--- config.mk ---
export PLATFORM = sky130hd
export DESIGN_NAME = upsampler_iq
export DESIGN_NICKNAME = d
export VERILOG_FILES = /design/src/rtl/upsampler_pkg.sv /design/src/rtl/upsampler_phase_cnt.sv /design/src/rtl/upsampler_iq.sv
export SDC_FILE = /design/constraint.sdc
export NUM_CORES = 1
export LEC_CHECK = 0
export ABC_AREA = 1
export BUFFER_PORTS_ARGS = -buffer_cell sky130_fd_sc_hd__buf_2
export CORE_AREA = 2 2 73 61
export CTS_CLUSTER_DIAMETER = 80
export DETAILED_ROUTE_END_ITERATION = 16
export DIE_AREA = 0 0 75 63
export GPL_ROUTABILITY_DRIVEN = 0
export GPL_TIMING_DRIVEN = 0
export SLEW_MARGIN = 10
export SYNTH_ARGS = -nofsm -noshare
export SYNTH_HDL_FRONTEND = slang
export SYNTH_SLANG_ARGS = --single-unit
--- constraint.sdc ---
create_clock -name clk -period 3.3 [get_ports clk]
set_clock_uncertainty 0.05 [all_clocks]
set_input_delay 0 -clock clk [delete_from_list [all_inputs] [get_ports clk]]
set_output_delay 0 -clock clk [all_outputs]
set_load 0.01 [all_outputs]
--- src/rtl/upsampler_pkg.sv ---
// upsampler_pkg: shared FSM states, mode encodings and factor clamp for upsampler_iq
package upsampler_pkg;
   typedef enum logic {IDLE, EMIT} state_t;
   localparam logic MODE_ZERO = 1'b0;
   localparam logic MODE_HOLD = 1'b1;
   function automatic int unsigned clamp_factor(input int unsigned f, input int unsigned max_l);
      return (f == 32'd0) ? 32'd1 : (f > max_l) ? max_l : f;
   endfunction
endpackage

--- src/rtl/upsampler_phase_cnt.sv ---
// upsampler_phase_cnt: per-symbol phase counter with load, advance and terminal count
module upsampler_phase_cnt #(
   parameter int FW = 5
) (
   input  logic          clk,
   input  logic          rst,
   input  logic          load,
   input  logic          adv,
   input  logic [FW-1:0] leff,
   output logic [FW-1:0] phase,
   output logic          tc
);
   assign tc = phase == leff - 1'b1;
   always_ff @(posedge clk or posedge rst) begin
      if (rst) phase <= '0;
      else if (load) phase <= '0;
      else if (adv) phase <= tc ? '0 : phase + 1'b1;
   end
endmodule

--- src/rtl/upsampler_iq.sv ---
// upsampler_iq: I/Q symbol upsampler by factor L with zero-stuff or sample-and-hold
module upsampler_iq
   import upsampler_pkg::*;
#(
   parameter int DATA_W = 4,
   parameter int MAX_L  = 16,
   parameter int FW     = $clog2(MAX_L) + 1
) (
   input  logic              clk,
   input  logic              rst,
   input  logic [FW-1:0]     factor,
   input  logic              mode,
   input  logic              in_valid,
   output logic              in_ready,
   input  logic [DATA_W-1:0] in_i,
   input  logic [DATA_W-1:0] in_q,
   output logic              out_valid,
   input  logic              out_ready,
   output logic [DATA_W-1:0] out_i,
   output logic [DATA_W-1:0] out_q,
   output logic              out_first
);
   state_t            state;
   logic [DATA_W-1:0] sym_i, sym_q;
   logic              mode_r;
   logic [FW-1:0]     leff, leff_n, phase;
   logic              tc, in_xfer, out_xfer;
   assign leff_n   = FW'(clamp_factor(32'(factor), MAX_L));
   // in_ready never looks at in_valid so no combinational loop forms upstream
   assign in_ready = !rst && (state == IDLE || (tc && out_ready));
   assign in_xfer  = in_valid && in_ready;
   assign out_xfer = out_valid && out_ready;
   upsampler_phase_cnt #(.FW(FW)) u_phase (
      .clk   (clk),
      .rst   (rst),
      .load  (in_xfer),
      .adv   (out_xfer),
      .leff  (leff),
      .phase (phase),
      .tc    (tc)
   );
   // outputs are registered one step ahead: they always show the current phase's sample
   always_ff @(posedge clk or posedge rst) begin
      if (rst) begin
         state     <= IDLE;
         out_valid <= 1'b0;
         out_i     <= '0;
         out_q     <= '0;
         out_first <= 1'b0;
         sym_i     <= '0;
         sym_q     <= '0;
         mode_r    <= MODE_ZERO;
         leff      <= FW'(1);
      end else if (in_xfer) begin
         state     <= EMIT;
         out_valid <= 1'b1;
         out_i     <= in_i;
         out_q     <= in_q;
         out_first <= 1'b1;
         sym_i     <= in_i;
         sym_q     <= in_q;
         mode_r    <= mode;
         leff      <= leff_n;
      end else if (out_xfer) begin
         state     <= tc ? IDLE : EMIT;
         out_valid <= !tc;
         out_i     <= (!tc && mode_r == MODE_HOLD) ? sym_i : '0;
         out_q     <= (!tc && mode_r == MODE_HOLD) ? sym_q : '0;
         out_first <= 1'b0;
      end
   end
endmodule

# == Yosys cells after proc, flatten, opt, wreduce, memory -nomap -nowiden ==
# Cells that the tools add are included.
# word_totals
register_bits,30
latchBits,0
ram_bits,0
mem_bits_ro,0
inputBits,18
output_inout_bits,11
elab_cells,43
n_memories,0
# op_classes
n_addsub,2
n_mul,0
n_div,0
order_cmp,1
n_eq_ne,1
shifts,0
n_mux,18
bitwise,1
n_reduce_logical,10
# op_table
op,n
5-bit two-way mux,5
4-bit two-way mux,6
1-bit two-way mux,7
"5-bit by 1-bit adder with 5-bit output, second input constant",1
5-bit == test,1
"5-bit > comparator, second input constant",1
1-bit logical AND,5
5-bit logical NOT,1
"5-bit by 1-bit subtractor with 5-bit output, second input constant",1
1-bit logical NOT,2
2-bit nonzero test,1
1-bit logical OR,1
1-bit NOT,1

# == Depth between registers and ports, before layout ==
# depth
depth_word,7
mapped_depth,17
ltp_nobuf,15

# == Cells and area by module ==
# A second synthesis with hierarchy kept.
# hier_totals
hier_cells,219
hier_area_um2,1590.3
# modules_own_cells
mod,instances,cells_each,area_per_inst_um2,seq_area_each_um2
upsampler_iq,1,134,1118.6,601.8
upsampler_phase_cnt,1,85,471.7,125.1

# == Least setup slack after synthesis ==
# OpenSTA, ideal clock, no wires.
# synth_timing
kind,register -> register
from,register leff[0]
to,register out_i[2]
setup_time_ns,0.117
arrival_ns,1.995
t_required_ns,3.133
setup_slack_ns,1.139
path_stages_with_launch,18
n_path_buf,2
synth_period_minus_slack_ns,2.161
path_cell_list,dfstp_2 inv_2 ha_1 inv_1 nand2_1 nand2_1 nor2_1 nand2_1 nor2_2 nand3_2 nand2_4 nand3_2 buf_6 buf_6 nand2_1 nand2_1 nand2_1 nand2_1
# synth_between
elab_chain_len,7
elab_cells_between_ends,12
cone_classes,add/sub (1); eq/ne (1); mux (3); reduce/logical (7)
# synth_rtl
element,line_no,rtl
start: declaration,upsampler_iq.sv:26,"logic [FW-1:0] leff, leff_n, phase;"
start signal: assignment,upsampler_iq.sv:63,leff <= leff_n;
5-bit by 1-bit subtractor with 5-bit output (*),upsampler_phase_cnt.sv:13,assign tc = phase == leff - 1'b1;
5-bit == test (*),upsampler_phase_cnt.sv:13,
1-bit logical NOT / 1-bit logical AND (equally long branches),"upsampler_iq.sv:67, upsampler_iq.sv:30",
1-bit logical AND / 1-bit logical OR (equally long branches),"upsampler_iq.sv:67, upsampler_iq.sv:30",
4-bit two-way mux / 1-bit logical AND (equally long branches),"upsampler_iq.sv:67, upsampler_iq.sv:30",
4-bit two-way mux / 1-bit logical AND (equally long branches),"upsampler_iq.sv:64, upsampler_iq.sv:31",
4-bit two-way mux / 2-bit nonzero test (equally long branches),-,
end signal: assignment,upsampler_iq.sv:57,out_i <= in_i;
end signal: assignment,upsampler_iq.sv:67,out_i <= (!tc && mode_r == MODE_HOLD) ? sym_i : '0;
end: declaration,upsampler_iq.sv:19,"output logic [DATA_W-1:0] out_i,"
# Every way passes the cells marked *; elsewhere a longest branch is shown, timed or not. The select of a mux whose other input is x is not followed.
# A chain may end at the register's enable or synchronous reset.

# == Worst setup path after layout ==
# layout_timing
from,register leff[0]
to,register leff[2]
# layout_between
elab_chain_len,6
# layout_rtl
element,line_no,rtl
5-bit by 1-bit subtractor with 5-bit output,upsampler_phase_cnt.sv:13,
5-bit == test,upsampler_phase_cnt.sv:13,
1-bit logical AND,upsampler_iq.sv:30,assign in_ready = !rst && (state == IDLE || (tc && out_ready));
1-bit logical OR,upsampler_iq.sv:30,
1-bit logical AND,upsampler_iq.sv:30,
1-bit logical AND,upsampler_iq.sv:31,assign in_xfer = in_valid && in_ready;
# No other way between the ends.

==> summary.md <==
| Metric | Value |
|---|---|
| Synth unique cells | `24` |
| Row Count | `21` |
| Initial Util | `38.4%` |
| CP max FO | `10` |
| Synth Warn # | `0` |
| P&R area growth vs syn | `29.8%` |
| Slew Limit Fails | `0` |
| 1st-pass router iterations | `4` |
| Flop-to-flop setup slack | `430 ps` |
| Antenna diode instance count | `0` |
| Period utilization | `between 80 and 90%` |
| Post-DP HPWL | `between 2 and 2.5 mm` |
| Clock transition at the registers of the reported paths | `60 ps` |
| Worst hold path class | `primary input to register` |
| Relative slew slack | `about half` |
| CTS Buf Count | `5` |
| Reg power frac | `37.8%` |
| Status | `finished, final reports clean` |
| Routed len/inst | `11.0 um` |
| Startpoint Class | `register` |
| Die area | `approximately 4700 um2` |
| H-tree lvl count | `2` |
| Routed wire length | `3.45 mm` |
| Avg Inst Size Synth | `approximately 7.5 um2` |
| GR Util met3 | `slightly below 4%` |
| Number of fillers in the final layout | `~400` |
| Multi-input logic area | `674 um2` |
| Cells after Synth | `approximately 210` |
| Largest net degree at the start of global routing | `39` |
| Violation count after the first detailed-route iteration | `63` |
| WP data arrival | `slightly above 3000 ps` |
| Met2 usage | `about 24%` |
| Clk pwr share | `17.6%` |
| Io pins | `29` |
| Postcts setup bufs | `0` |
| Total track usage | `~17%` |
| Max VDD drop | `0.298 mV` |
| First-pass GRT wire length | `approximately 6.0 mm` |
| P_leak | `approximately 0.0011 uW` |
| P_int | `936 uW` |
| Worst slew pin tran | `736 ps` |
| Max frequency | `~0.35 GHz` |
| Initial antenna violation count | `0` |
| Final Hold Vio Count | `0` |
| Setup TNS Final | `0 ps` |
| DIE WIDTH | `75 um` |
| Cell Area, Synth | `1540 um2` |
| Min Clock Period, post-route | `between 2000 and 3000 ps` |
| Total design power | `1610 uW` |
| CTS root buf | `clkbuf_8` |
| Post-layout nets | `approximately 280` |
| CTS tree | `built` |
| ANT nets after route | `0` |
| Logic pwr share | `around 45%` |
| P_sw | `674 uW` |
| Seq/Total Area, Yosys | `between 40% and 50%` |
| Die span in y | `between 60 and 70 um` |
| PwrDens | `just over 800 nW/um2` |
| Total gr overflow | `0` |
| RSZ-0062 raised after global routing | `false` |
| Worst Path Required | `3450 ps` |
| Yosys reg bits | `29` |
| Synth Net Count | `225` |
| CTS sink cnt | `29` |
| Drt via density | `4.63` |
| # setup viols final | `0` |
| Switching Share | `about two fifths` |
| Clock Latency Late Sink | `between 200 and 300 ps` |
| Share of layout cells above drive strength 1 | `20.2%` |
| Total of max-cap violations | `0` |
| Clk buf depth | `2` |
| Core area | `4020 um2` |
| DRC | `0` |
| Via Count | `between 1000 and 1500` |
| Setup CP Type | `register to register` |
| Critical path capture point type | `register` |
| Register area | `just over 700 um2` |
| Met1 usage | `24.1%` |
| I/O Buffers | `27` |
| Vias in the first global route | `between 1000 and 1500` |
| Busiest grt layer | `met1` |
-- layout make-up --
class                           count  area share (%)
Multi-Input combinational cell    143            33.7
Tap cell                           57            3.56
Buffer                              4            1.62
Inverter                           29            5.44
Timing Repair Buffer               44            15.3
Clock buffer                        6            3.62
Sequential cell                    29            36.3
Clock inverter                      2           0.500
-- layer usage --
metal  up-vias  part of all wire [%]
met3         7                   4.7
met1       665                    49
met4         0                   2.1
li1        745                     -
met2        36                    44
met5         -                     0
-- logic make-up (layout without fill, tap and decap cells) --
group,after synthesis,count (layout),synth area share (%)
adders and majority gates,2,2,1.62
and+or+nand+nor,120,120,34.2
AOI/OAI and AO/OA,18,18,6.16
buffers and inverters,33,85,9.16
DFF,29,29,47.1
xor gates and xnor gates,3,3,1.70
-- layout by cell type, fill, tap and decap left out, drive strengths merged --
master / instances
a41oi: 1
nor3: 1
dlygate4sd3: 17
buf: 30
inv: 29
xor2: 1
a21oi: 2
or2: 1
ha: 2
dfrtp: 28
nand2: 84
nor2: 16
dfstp: 1
clkinv: 2
o22ai: 1
nand4: 11
o21ai: 14
clkbuf: 7
xnor2: 2
nand3: 7
-- timing repair --
item | CTS | global route
hold endpoints to repair | 42 | 0
resized for setup | 0 | 0
hold buffers | 17 | 0
-- cell usage after synthesis (all sizes together) --
library cell / n / area share (%)
clkbuf: 1 / 0.32
a41oi: 1 / 0.57
nor2: 16 / 4.7
o21ai: 14 / 4.5
dfstp: 1 / 1.7
xnor2: 2 / 1.1
nand2: 84 / 21
dfrtp: 28 / 45
nand4: 11 / 4.5
or2: 1 / 0.41
a21oi: 2 / 0.65
xor2: 1 / 0.57
nand3: 7 / 2.9
o22ai: 1 / 0.41
ha: 2 / 1.6
nor3: 1 / 0.32
buf: 3 / 1.8
inv: 29 / 7.1
-- path summary, 6_finish.rpt --
check | startpoint | end | cells past startpoint
setup / recovery | leff[0] | leff[2] | 16
min in group asynchronous | rst | sym_q[2] | 3
hold reg to reg | out_i[0] | out_i[0] | 2
setup reg to reg | leff[0] | leff[2] | 16
hold / removal | out_ready | u_phase.phase[4] | 4
max in group asynchronous | rst | u_phase.phase[3] | 3
-- registers in the layout, indices dropped and copies added (netlist names) --
name,flops
out_q,4
u_phase.phase,5
sym_q,4
mode_r,1
out_valid,1
sym_i,4
out_i,4
leff,5
out_first,1
-- critical path, stage by stage, from the launching register on --
cell and delay (ps):
dfstp_2 540, inv_2 50, ha_1 280, inv_1 40
nand2_1 50, nand2_1 40, nor2_1 110, nand2_1 80
nor2_2 160, nand3_2 130, nand2_4 140, nand3_2 90
buf_6 190, nor2_4 150, nand2_1 60, dlygate4sd3_1 550
o21ai_0 70
-- power groups by stage --
stage / clock (uW) / sequential (uW) / combinational [uW]
floorplan: 0 / 629 / 502
global placement: 0 / 609 / 697
detailed placement: 0 / 615 / 706
CTS: 294 / 609 / 724
global route: 310 / 633 / 842
finish: 283 / 609 / 717
-- through the flow --
| stage | cells | hold WS [ps] | worst slack [ps] | util (%) | instance area [um2] |
|---|---|---|---|---|---|
| after floorplan | 205 | -93.9 | 1140 | - | 1540 |
| after global placement | 289 | 131 | 887 | 43.5 | 1750 |
| after detailed placement | 289 | 129 | 859 | 43.5 | 1750 |
| after CTS | 314 | 22.9 | 411 | 49.8 | 2000 |
| after global routing | 314 | 53.7 | 166 | 49.8 | 2000 |
| final | 314 | 29.7 | 430 | 49.8 | 2000 |
Note: power is estimated with default switching activity, not from simulation.
